<file path="src/rtl/rx_ctrl_module_if.sv">
// Handshake/bus bundle between the UART receive sequencer and its neighbours.
// master: the sequencer side; slave: detector/baud counter/consumer side.
interface rx_ctrl_module_if;
    logic       RX_En_Sig;
    logic       H_L_Sig;
    logic       RX_Pin_In;
    logic       BPS_CLK;
    logic       RX_Ack;
    logic       Count_Sig;
    logic [7:0] RX_Data;
    logic       RX_Valid;
    logic       RX_Done_Sig;
    logic       Frame_Err;
    logic       Overrun_Err;
    logic       Parity_Err;

    modport master (
        input  RX_En_Sig, H_L_Sig, RX_Pin_In, BPS_CLK, RX_Ack,
        output Count_Sig, RX_Data, RX_Valid, RX_Done_Sig, Frame_Err, Overrun_Err, Parity_Err
    );

    modport slave (
        output RX_En_Sig, H_L_Sig, RX_Pin_In, BPS_CLK, RX_Ack,
        input  Count_Sig, RX_Data, RX_Valid, RX_Done_Sig, Frame_Err, Overrun_Err, Parity_Err
    );
endinterface

</file>
<file path="src/rtl/rx_ctrl_module.sv">
// UART receive sequencer: start detect, LSB-first assembly, valid/ack byte handoff.
// Optional parity stage enabled by defining RX_PARITY_EN.
module rx_ctrl_module #(
    parameter int unsigned DATA_BITS  = 8,
    parameter int unsigned PARITY_ODD = 0
) (
    input  logic             CLK,
    input  logic             RSTn,
    rx_ctrl_module_if.master rx
);

    if (DATA_BITS < 5 || DATA_BITS > 8 || PARITY_ODD > 1) begin : g_cfg_check
        $error("rx_ctrl_module: unsupported DATA_BITS/PARITY_ODD");
    end

    localparam logic [2:0] LastBit = 3'(DATA_BITS - 1);

    typedef enum logic [2:0] {
        StIdle,
        StStart,
        StData,
`ifdef RX_PARITY_EN
        StParity,
`endif
        StStop
    } state_e;

    state_e                 state_q, state_d;
    logic [2:0]             cnt_q, cnt_d;
    logic [DATA_BITS-1:0]   shift_q, shift_d;
    logic [7:0]             data_q, data_d;
    logic                   valid_q, valid_d;
    logic                   done_q, done_d;
    logic                   ferr_q, ferr_d;
    logic                   oerr_q, oerr_d;
    logic                   perr_q, perr_d;
    logic                   par_bad_q, par_bad_d;

    always_ff @(posedge CLK or negedge RSTn) begin
        if (!RSTn) begin
            state_q   <= StIdle;
            cnt_q     <= '0;
            shift_q   <= '0;
            data_q    <= '0;
            valid_q   <= 1'b0;
            done_q    <= 1'b0;
            ferr_q    <= 1'b0;
            oerr_q    <= 1'b0;
            perr_q    <= 1'b0;
            par_bad_q <= 1'b0;
        end else begin
            state_q   <= state_d;
            cnt_q     <= cnt_d;
            shift_q   <= shift_d;
            data_q    <= data_d;
            valid_q   <= valid_d;
            done_q    <= done_d;
            ferr_q    <= ferr_d;
            oerr_q    <= oerr_d;
            perr_q    <= perr_d;
            par_bad_q <= par_bad_d;
        end
    end

    always_comb begin
        state_d   = state_q;
        cnt_d     = cnt_q;
        shift_d   = shift_q;
        data_d    = data_q;
        valid_d   = valid_q;
        done_d    = 1'b0;
        ferr_d    = ferr_q;
        oerr_d    = oerr_q;
        perr_d    = perr_q;
        par_bad_d = par_bad_q;

        // Ack clears first so that an error raised by a frame ending this cycle still sticks.
        if (rx.RX_Ack) begin
            valid_d = 1'b0;
            ferr_d  = 1'b0;
            oerr_d  = 1'b0;
            perr_d  = 1'b0;
        end

        unique case (state_q)
            StIdle: begin
                if (rx.H_L_Sig && rx.RX_En_Sig) begin
                    state_d   = StStart;
                    par_bad_d = 1'b0;
                end
            end
            StStart: begin
                if (rx.BPS_CLK) begin
                    if (rx.RX_Pin_In) begin
                        state_d = StIdle;
                        done_d  = 1'b1;
                        ferr_d  = 1'b1;
                    end else begin
                        state_d = StData;
                        cnt_d   = '0;
                    end
                end
            end
            StData: begin
                if (rx.BPS_CLK) begin
                    shift_d = {rx.RX_Pin_In, shift_q[DATA_BITS-1:1]};
                    cnt_d   = cnt_q + 3'd1;
                    if (cnt_q == LastBit) begin
`ifdef RX_PARITY_EN
                        state_d = StParity;
`else
                        state_d = StStop;
`endif
                    end
                end
            end
`ifdef RX_PARITY_EN
            StParity: begin
                if (rx.BPS_CLK) begin
                    par_bad_d = rx.RX_Pin_In ^ (^shift_q) ^ (PARITY_ODD != 0);
                    state_d   = StStop;
                end
            end
`endif
            StStop: begin
                if (rx.BPS_CLK) begin
                    state_d = StIdle;
                    done_d  = 1'b1;
                    if (!rx.RX_Pin_In || par_bad_q) begin
                        if (!rx.RX_Pin_In) ferr_d = 1'b1;
                        if (par_bad_q)     perr_d = 1'b1;
                    end else if (valid_q && !rx.RX_Ack) begin
                        oerr_d = 1'b1;
                    end else begin
                        data_d  = 8'(shift_q);
                        valid_d = 1'b1;
                    end
                end
            end
            default: state_d = StIdle;
        endcase
    end

    assign rx.Count_Sig   = (state_q != StIdle);
    assign rx.RX_Data     = data_q;
    assign rx.RX_Valid    = valid_q;
    assign rx.RX_Done_Sig = done_q;
    assign rx.Frame_Err   = ferr_q;
    assign rx.Overrun_Err = oerr_q;
`ifdef RX_PARITY_EN
    assign rx.Parity_Err  = perr_q;
`else
    assign rx.Parity_Err  = 1'b0;
`endif

endmodule

</file>
<file path="src/flat_wrapper.sv">
// flat-port wrapper written by rule: the top's interface ports become plain ports
module rx_ctrl_module_flat 
#(
    parameter int unsigned DATA_BITS  = 8,
    parameter int unsigned PARITY_ODD = 0
)
  (CLK, RSTn, rx_RX_En_Sig, rx_H_L_Sig, rx_RX_Pin_In, rx_BPS_CLK, rx_RX_Ack, rx_Count_Sig, rx_RX_Data, rx_RX_Valid, rx_RX_Done_Sig, rx_Frame_Err, rx_Overrun_Err, rx_Parity_Err);
  rx_ctrl_module_if rx_i ();
  input  logic CLK;
  input  logic RSTn;
  input wire logic [$bits(rx_i.RX_En_Sig)-1:0] rx_RX_En_Sig;
  input wire logic [$bits(rx_i.H_L_Sig)-1:0] rx_H_L_Sig;
  input wire logic [$bits(rx_i.RX_Pin_In)-1:0] rx_RX_Pin_In;
  input wire logic [$bits(rx_i.BPS_CLK)-1:0] rx_BPS_CLK;
  input wire logic [$bits(rx_i.RX_Ack)-1:0] rx_RX_Ack;
  output wire logic [$bits(rx_i.Count_Sig)-1:0] rx_Count_Sig;
  output wire logic [$bits(rx_i.RX_Data)-1:0] rx_RX_Data;
  output wire logic [$bits(rx_i.RX_Valid)-1:0] rx_RX_Valid;
  output wire logic [$bits(rx_i.RX_Done_Sig)-1:0] rx_RX_Done_Sig;
  output wire logic [$bits(rx_i.Frame_Err)-1:0] rx_Frame_Err;
  output wire logic [$bits(rx_i.Overrun_Err)-1:0] rx_Overrun_Err;
  output wire logic [$bits(rx_i.Parity_Err)-1:0] rx_Parity_Err;
  assign rx_i.RX_En_Sig = rx_RX_En_Sig;
  assign rx_i.H_L_Sig = rx_H_L_Sig;
  assign rx_i.RX_Pin_In = rx_RX_Pin_In;
  assign rx_i.BPS_CLK = rx_BPS_CLK;
  assign rx_i.RX_Ack = rx_RX_Ack;
  assign rx_Count_Sig = rx_i.Count_Sig;
  assign rx_RX_Data = rx_i.RX_Data;
  assign rx_RX_Valid = rx_i.RX_Valid;
  assign rx_RX_Done_Sig = rx_i.RX_Done_Sig;
  assign rx_Frame_Err = rx_i.Frame_Err;
  assign rx_Overrun_Err = rx_i.Overrun_Err;
  assign rx_Parity_Err = rx_i.Parity_Err;
  rx_ctrl_module #(.DATA_BITS(DATA_BITS), .PARITY_ODD(PARITY_ODD)) u_core (.CLK(CLK), .RSTn(RSTn), .rx(rx_i));
endmodule
</file>
<file path="config.mk">
export PLATFORM = sky130hd
export DESIGN_NAME = rx_ctrl_module_flat
export DESIGN_NICKNAME = d
export VERILOG_FILES = /design/src/rtl/rx_ctrl_module_if.sv /design/src/rtl/rx_ctrl_module.sv /design/src/flat_wrapper.sv
export SDC_FILE = /design/constraint.sdc
export NUM_CORES = 1
export LEC_CHECK = 0
export ABC_AREA = 0
export BUFFER_PORTS_ARGS = -buffer_cell sky130_fd_sc_hd__buf_2
export CAP_MARGIN = 20
export CORE_MARGIN = 10
export CORE_UTILIZATION = 50
export DETAILED_ROUTE_END_ITERATION = 10
export PLACE_DENSITY = 0.7
export SLEW_MARGIN = 20
export SYNTH_ARGS = -nofsm -noshare
export SYNTH_HDL_FRONTEND = slang
export SYNTH_SLANG_ARGS = --single-unit
</file>
<file path="constraint.sdc">
create_clock -name CLK -period 1.7 [get_ports CLK]
set_clock_uncertainty 0.1 [all_clocks]
set_input_delay 0.17 -clock CLK [delete_from_list [all_inputs] [get_ports CLK]]
set_output_delay 0.17 -clock CLK [all_outputs]
set_load 0.05 [all_outputs]
</file>
# After elaboration in Yosys (flattened, before gate mapping)
# Index checks and enable logic that the tools add are counted.
# totals
register_bits,26
latchBits,0
mem_bits_rw,0
romBits,0
input_bits,7
out_inout_bits,14
wordCells,61
n_memories,0
# classes
add_sub_neg,1
multipliers,0
div_mod_pow,0
order_cmp,0
n_eq_ne,10
shifts,0
n_mux,31
n_bitwise,1
reduce_logical,10
# ops
cell,n
$mux 3,8
$mux 1,18
$pmux 3 s4,1
$ne 2x2->1 const B,4
$reduce_and 4->1,2
$eq 3x2->1 const B,2
$pmux 3 s2,1
$reduce_and 5->1,1
$ne 2x1->1 const B,2
$pmux 1 s2,2
$add 3x1->3 const B,1
$eq 3x1->1 const B,1
$eq 3x3->1 const B,1
$logic_not 3->1,1
$reduce_bool 3->1,1
$logic_and 1x1->1,2
$mux 2,1
$reduce_and 2->1,1
$reduce_bool 2->1,1
$logic_not 1->1,1
$not 1->1,1

# Longest topological paths before layout
# Gate-level depths: netlist of the first run.
# depth
word_depth,6
ltp_mapped,5
depth_no_buf,5

# Worst setup path after synthesis of the first run
# OpenSTA, ideal clock, no wires.
# synth_path
path_type,reg-to-reg
start,reg u_core.valid_q (netlist: u_core.rx.RX_Valid)
end,reg u_core.data_q[0] (netlist: u_core.rx.RX_Data[0])
setup_ns,0.125
arrival_ns,1.291
path_slack_ns,0.184
stages_incl_launch_ff,5
n_path_buf,1
path_cell_list,dfrtp_1 -> inv_1 -> o21a_1 -> buf_6 -> mux2_2
# synth_between
elab_chain_len,3
# synth_lines
item,line,rtl
from (decl),rx_ctrl_module.sv:32,"logic valid_q, valid_d;"
from (signal assigned),rx_ctrl_module.sv:56,valid_q <= valid_d;
$logic_and 1x1->1,rx_ctrl_module.sv:132,end else if (valid_q && !rx.RX_Ack) begin
$not 1->1 (no source line),-,
$reduce_and 4->1 (no source line),-,
to (signal assigned),rx_ctrl_module.sv:55,data_q <= data_d;
to (decl),rx_ctrl_module.sv:31,"logic [7:0] data_q, data_d;"
# No other way between the ends.
# A chain may end at the register's enable or synchronous reset.

# Worst setup path in the final report of the first run
# layout_path
start,reg u_core.state_q[1]
end,out rx_Count_Sig
# layout_between
elab_chain_len,1
# layout_lines
item,line,rtl
from (decl),rx_ctrl_module.sv:28,"state_e state_q, state_d;"
from (signal assigned),rx_ctrl_module.sv:41,state_q <= StIdle;
from (signal assigned),rx_ctrl_module.sv:52,state_q <= state_d;
$reduce_bool 3->1,rx_ctrl_module.sv:144,assign rx.Count_Sig = (state_q != StIdle);
to (decl),flat_wrapper.sv:16,output wire logic [$bits(rx_i.Count_Sig)-1:0] rx_Count_Sig;
# No other way between the ends.

==> metrics.md, run 1 <==
| Metric | Value |
|---|---|
| Status | finished, final reports clean |
| Grt ovf | 0 |
| Post-synthesis xor/xnor area fraction | 0.840% |
| Synthesis-to-layout area growth | 16.7% |
| Worst Path Required | 1.43 ns |
| Main combinational cell family by area after synthesis | multiplexers |
| DIE AREA | 4310 um^2 |
| Number of nets in the layout | 111 |
| Max-slew headroom | between 60 and 70% |
| Clock Tree Buf Depth | 2 |
| CP max FO | 12 |
| Final max-slew violation count | 0 |
| Crit path arrival time | between 1 and 1.5 ns |
| Input/output buffers | 19 |
| YS warnings | 0 |
| Adder-Cell Fraction of Synth Area | under 10% |
| DRC Markers | 0 |
| Netlist cell types | 26 |
| Initial Util | 53.1% |
| Sequential-to-total area share from yosys stat | 60.0% |
| Multiplexer share of the synthesized area | between 10% and 20% |
| DR vias/cell | 5.07 |
| Avg Inst Size Synth | 13.5 um^2 |
| Commonest non-fill, non-tap cell in the layout | dfrtp_1 |
| Share of layout cells above drive strength 1 | 45.5% |
| Post-synthesis register bit count | 25 |
| Finished Core Util | 62.0% |
| Max Freq | 614 MHz |
| TritonRoute pass-1 iters | 4 |
| Detail Placement HPWL | approximately 1.3 mm |
| Final Cycle Share | approximately 96% |
| Htree depth | 1 |
| CTS tree | done |
| Clock Root Buffer | clkbuf_4 |
| Area leader, netlist | dfrtp_1 |
| Ranking of synthesized cells by area | dfrtp_1, mux2_2, ha_1 |
| First-pass GRT wire length | 2.99 mm |
| Chip Height | between 60 and 70 um |
| Design area | 1220 um^2 |
| Chip width | between 60 and 70 um |
| Synth Area in Compound Gates | between 8 and 9% |
| Synth Net Count | 86 |
| Final total power | 2.11 mW |
| Boundary pin count | 21 |
| Clock sinks | 25 |
| CP endpoint kind | output port |
| Antenna violations before repair | 0 |
| Synthesized area | 1040 um^2 |
| Iter 0 DRT Violations | 8 |
| Drt wl/cell | roughly 14 um |
| Static leakage | approximately 0.65 nW |
| Cts bufs inserted | 3 |
| Worst hold path type | input pin to flop |
| Mapped Cells | 77 |
| # rows | 16 |
| Vias in the first global route | 683 |
| Fillcell total | 174 |
| Maxcap violations | 0 |
| P per Cell Area | 1740 nW/um^2 |
| Gpl congestion | 0.688 |
| Clk_lat worst skew | 0.32 ns |
| Startpoint types | flop |
| Clock Pin Slew Worst Setup and Hold Paths | 0.13 ns |
| Post-DP Area | between 1000 and 1500 um^2 |
| Largest net degree at the start of global routing | 26 |
| Most frequent cells in the layout | dfrtp_1, buf_2, mux2_2 |
| Tmin final | 1.63 ns |
| Final setup fails | 0 |
| Core area | 1960 um^2 |
| Total Wirelength | between 1.5 and 2 mm |
| Worst vdd ir | 0.000943 V |
| Area share of the largest cell type after synthesis | about three fifths |
| Simple-Gate Fraction of Synth Area | 7.80% |
| GRT Util Overall | 9.00% |
| Worst slew pin tran | 0.534 ns |
| Setup TNS | 0 ns |
| Ant diodes | 0 |
| Unrepaired setup endpoints after global routing | false |
| Antenna viol nets, final | 0 |
| Vias | 649 |
| Crit path kind | flop to output port |
| Final hold violations | 0 |
metal layers:
layer	up-vias	global-route usage [%]	part of all wire (%)
met3	5	3.56	6.6
met5	-	0	0
met1	308	9.64	45
met4	0	6.42	3.1
met2	16	14.1	45
li1	320	-	-
layout make-up:
class | count | area, um^2 | area share [%]
clock buffer | 3 | 22.5 | 1.85
clock inverter | 1 | 5.00 | 0.412
inverter | 2 | 7.51 | 0.617
multi-input combinational | 47 | 385 | 31.7
sequential | 25 | 626 | 51.4
tap | 27 | 33.8 | 2.78
timing repair buffer | 23 | 136 | 11.2
critical path: stages (launching register included):
cell	delay, ns
dfrtp_1	0.40
buf_4	0.17
or2_2	0.30
buf_6	0.16
registers in the layout (all words and copies together), names as in the netlist:
name and flops:
u_core.state_q 2, u_core.cnt_q 3, u_core.rx.RX_Valid 1, u_core.shift_q 8, u_core.rx.RX_Data 8, u_core.rx.RX_Done_Sig 1, u_core.rx.Frame_Err 1, u_core.rx.Overrun_Err 1
cells by family (layout without fill, tap and decap cells):
family | Yosys count | count (layout)
AO/OA/AOI/OAI | 12 | 12
XOR/XNOR | 1 | 1
adder cells (fa/ha/maj) | 2 | 2
buffers and inverters | 5 | 29
flip-flops | 25 | 25
multiplexers | 16 | 16
other | 1 | 1
AND/OR/NAND/NOR | 15 | 15
power breakdown:
group,internal (mW),switching [mW],leakage (nW)
sequential,0.800,0.130,0.332
combinational,0.348,0.576,0.296
clock,0.0882,0.172,0.0177
Yosys cell counts, drive strengths merged:
cell type,count
xnor2,1
nand2,4
conb,1
and2b,1
nor3,1
inv,2
a21o,2
or2,1
o221a,2
o21bai,1
buf,3
nand3,1
nor2,4
and3,1
o21a,2
o22ai,1
ha,2
a21oi,2
mux2,16
nand3b,1
dfrtp,25
and4,1
o21ai,2
worst paths after layout:
path | from | endpoint | slack [ns] | cells past startpoint
worst min-delay path | rx_RX_Pin_In | u_core.rx.RX_Done_Sig | 0.03 | 3
worst max-delay path | u_core.state_q[1] | rx_Count_Sig | 0.07 | 3
max in group asynchronous | RSTn | u_core.state_q[0] | 0.90 | 2
worst min register to register | u_core.rx.Overrun_Err | u_core.rx.Overrun_Err | 0.41 | 2
worst max register to register | u_core.state_q[1] | u_core.rx.RX_Data[1] | 0.11 | 4
min in group asynchronous | RSTn | u_core.rx.RX_Done_Sig | 0.24 | 2
what timing repair did:
item / in CTS / in global routing
endpoints found under the setup margin: 0 / 1
hold buffers: 2 / 0
setup buffers: 0 / 1
hold endpoints to repair: 28 / 0
gates resized for setup: 0 / 3
through the flow:
stage / setup WS (ns) / hold slack, ns / cells
after detailed placement: 0.113 / 0.0894 / 121
final: 0.0712 / 0.0266 / 128
after global routing: 0.0208 / 0.0393 / 128
after floorplan: 0.184 / -0.226 / 77
after global placement: 0.134 / 0.0869 / 121
after CTS: 0.0192 / 0.0198 / 127
Note: power is estimated with default switching activity, not from simulation.
==> run 2, diff against run 1 <==
--- a/config.mk
+++ b/config.mk
@@ -11,6 +11,7 @@
 export CORE_MARGIN = 10
 export CORE_UTILIZATION = 50
 export DETAILED_ROUTE_END_ITERATION = 10
+export HOLD_SLACK_MARGIN = 0.08
 export PLACE_DENSITY = 0.7
 export SLEW_MARGIN = 20
 export SYNTH_ARGS = -nofsm -noshare
==> metrics.md, run 2 (synthesis gave the netlist of run 1 again) <==
| Metric | Value |
|---|---|
| Crit path arrival time | 1.36 ns |
| Worst Setup SP | u_core.state_q[1] |
| Ant diodes | 0 |
| Grt ovf | 0 |
| Detail Placement HPWL | about 1.3 mm |
| CP cell instances | buf_4 -> or2_2 -> buf_6 |
| Drt wl/cell | about 14 um |
| Antenna violations before repair | 0 |
| Share of layout cells above drive strength 1 | 44.7% |
| Worst Path Required | 1.43 ns |
| Commonest non-fill, non-tap cell in the layout | dfrtp_1 |
| Antenna viol nets, final | 0 |
| Unrepaired setup endpoints after global routing | false |
| Synthesis-to-layout area growth | 19.0% |
| CTS tree | done |
| Final hold violations | 0 |
| Clock sinks | 25 |
| Stages on the worst setup path | 3 |
| Worst R2R Start | u_core.state_q[1] |
| Worst vdd ir | 0.000894 V |
| Startpoint types | flop |
| Clock Pin Slew Worst Setup and Hold Paths | 0.13 ns |
| Worst path bufs/invs | 2 |
| CP max FO | 12 |
| Core area | 1960 um^2 |
| Input/output buffers | 19 |
| Vias | 659 |
| Worst hold path type | input pin to flop |
| Setup TNS | 0 ns |
| Tmin final | 1.63 ns |
| Iter 0 DRT Violations | 9 |
| TritonRoute pass-1 iters | 3 |
| Hold path cells | 4 |
| Critical path's top delay family | flip-flops |
| Most frequent cells in the layout | dfrtp_1, buf_2, mux2_2 |
| Largest net degree at the start of global routing | 26 |
| Slowest cell on the critical path | dfrtp_1 |
| Status | finished, final reports clean |
| Clock Tree Buf Depth | 2 |
| Clk_lat worst skew | between 0.3 and 0.4 ns |
| Max-slew headroom | 64.2% |
| GRT Util Overall | a little under a tenth |
| Max Freq | around 610 MHz |
| Fillcell total | 175 |
| Total Wirelength | 1.88 mm |
| Crit path kind | flop to output port |
| DRC Markers | 0 |
| First-pass GRT wire length | 3.06 mm |
| Gpl congestion | ~0.7 |
| Boundary pin count | 21 |
| Htree depth | 1 |
| Vias in the first global route | 700 |
| Final setup fails | 0 |
| Initial Util | between 50% and 60% |
| Clock Root Buffer | clkbuf_4 |
| Maxcap violations | 0 |
| Worst slew pin tran | 0.537 ns |
| Reg2reg end | u_core.rx.Frame_Err |
| CP endpoint kind | output port |
| Chip width | roughly 66 um |
| P per Cell Area | 1710 nW/um^2 |
| Number of nets in the layout | 113 |
| Final Cycle Share | 95.7% |
| Crit-path max cell delay | about 0.40 ns |
| Finished Core Util | between 60% and 70% |
| Chip Height | 65.7 um |
| Cts bufs inserted | 3 |
| DIE AREA | approximately 4300 um^2 |
| Final max-slew violation count | 0 |
| # rows | 16 |
| DR vias/cell | 5.07 |
| Static leakage | 0.654 nW |
| CP Capture Point | rx_Count_Sig |
| Reg2Reg Depth | 4 |
| Setup slack, reg-to-reg | 0.11 ns |
-- run 2: changes by cell type in the layout (fill, tap and decap cells not counted), sizes merged --
| cell | delta |
|---|---|
| dlygate4sd3 | +3 |
| buf | -1 |
-- run 2: worst min path at each step --
stage | start | endpoint | slack [ns]
floorplan | RSTn | u_core.cnt_q[0] | -0.23
global placement | RSTn | u_core.cnt_q[0] | 0.09
detailed placement | RSTn | u_core.cnt_q[2] | 0.09
CTS | rx_RX_En_Sig | u_core.state_q[0] | 0.15
global route | rx_RX_En_Sig | u_core.state_q[0] | 0.15
finish | rx_RX_En_Sig | u_core.state_q[0] | 0.15
-- run 2: cell type report --
class | instances | area [um^2] | share of cell area (%)
Sequential cell | 25 | 626 | 50.5
Multi-Input combinational cell | 47 | 387 | 31.2
Timing Repair Buffer | 25 | 159 | 12.8
Tap cell | 27 | 33.8 | 2.72
Clock buffer | 3 | 22.5 | 1.82
Inverter | 2 | 7.51 | 0.605
Clock inverter | 1 | 5.00 | 0.404
-- run 2: where the power goes --
group | leakage [nW] | switching, mW | internal (mW) | total, mW
clock | 0.0177 | 0.171 | 0.0882 | 0.259
sequential | 0.332 | 0.130 | 0.800 | 0.930
combinational | 0.304 | 0.582 | 0.354 | 0.936
total | 0.654 | 0.883 | 1.24 | 2.13
-- run 2: per-stage QoR --
stage          hold WS [ns]  std cells  setup WS (ns)  total power, mW  cell area (um^2)
6_report              0.147        130         0.0734             2.13              1240
5_1_grt               0.152        130        0.00989             2.26              1240
4_1_cts               0.149        130         0.0192             2.13              1230
3_5_place_dp         0.0894        121          0.113             1.84              1150
3_3_place_gp         0.0869        121          0.134             1.83              1150
2_1_floorplan        -0.226         77          0.184             1.63              1040
-- run 2: what timing repair did --
item | CTS | global route
gates resized for setup | 0 | 4
setup endpoints to repair | 0 | 9
hold buffers | 5 | 0
endpoints found under the hold margin | 30 | 0
setup buffers | 0 | 0
-- run 2: metal layers --
metal  vias to the layer above  GRT usage (%)  wire length [um]
li1                        322              -                 -
met1                       316           9.74               809
met2                        16           14.9               889
met3                         5           3.73               127
met4                         0           6.42                55
met5                         -              0                 0
-- run 2: worst min-delay path, stage by stage --
cell and delay (ns):
buf_2 0.07, nand2_1 0.04, o21ai_0 0.14, o21a_1 0.11
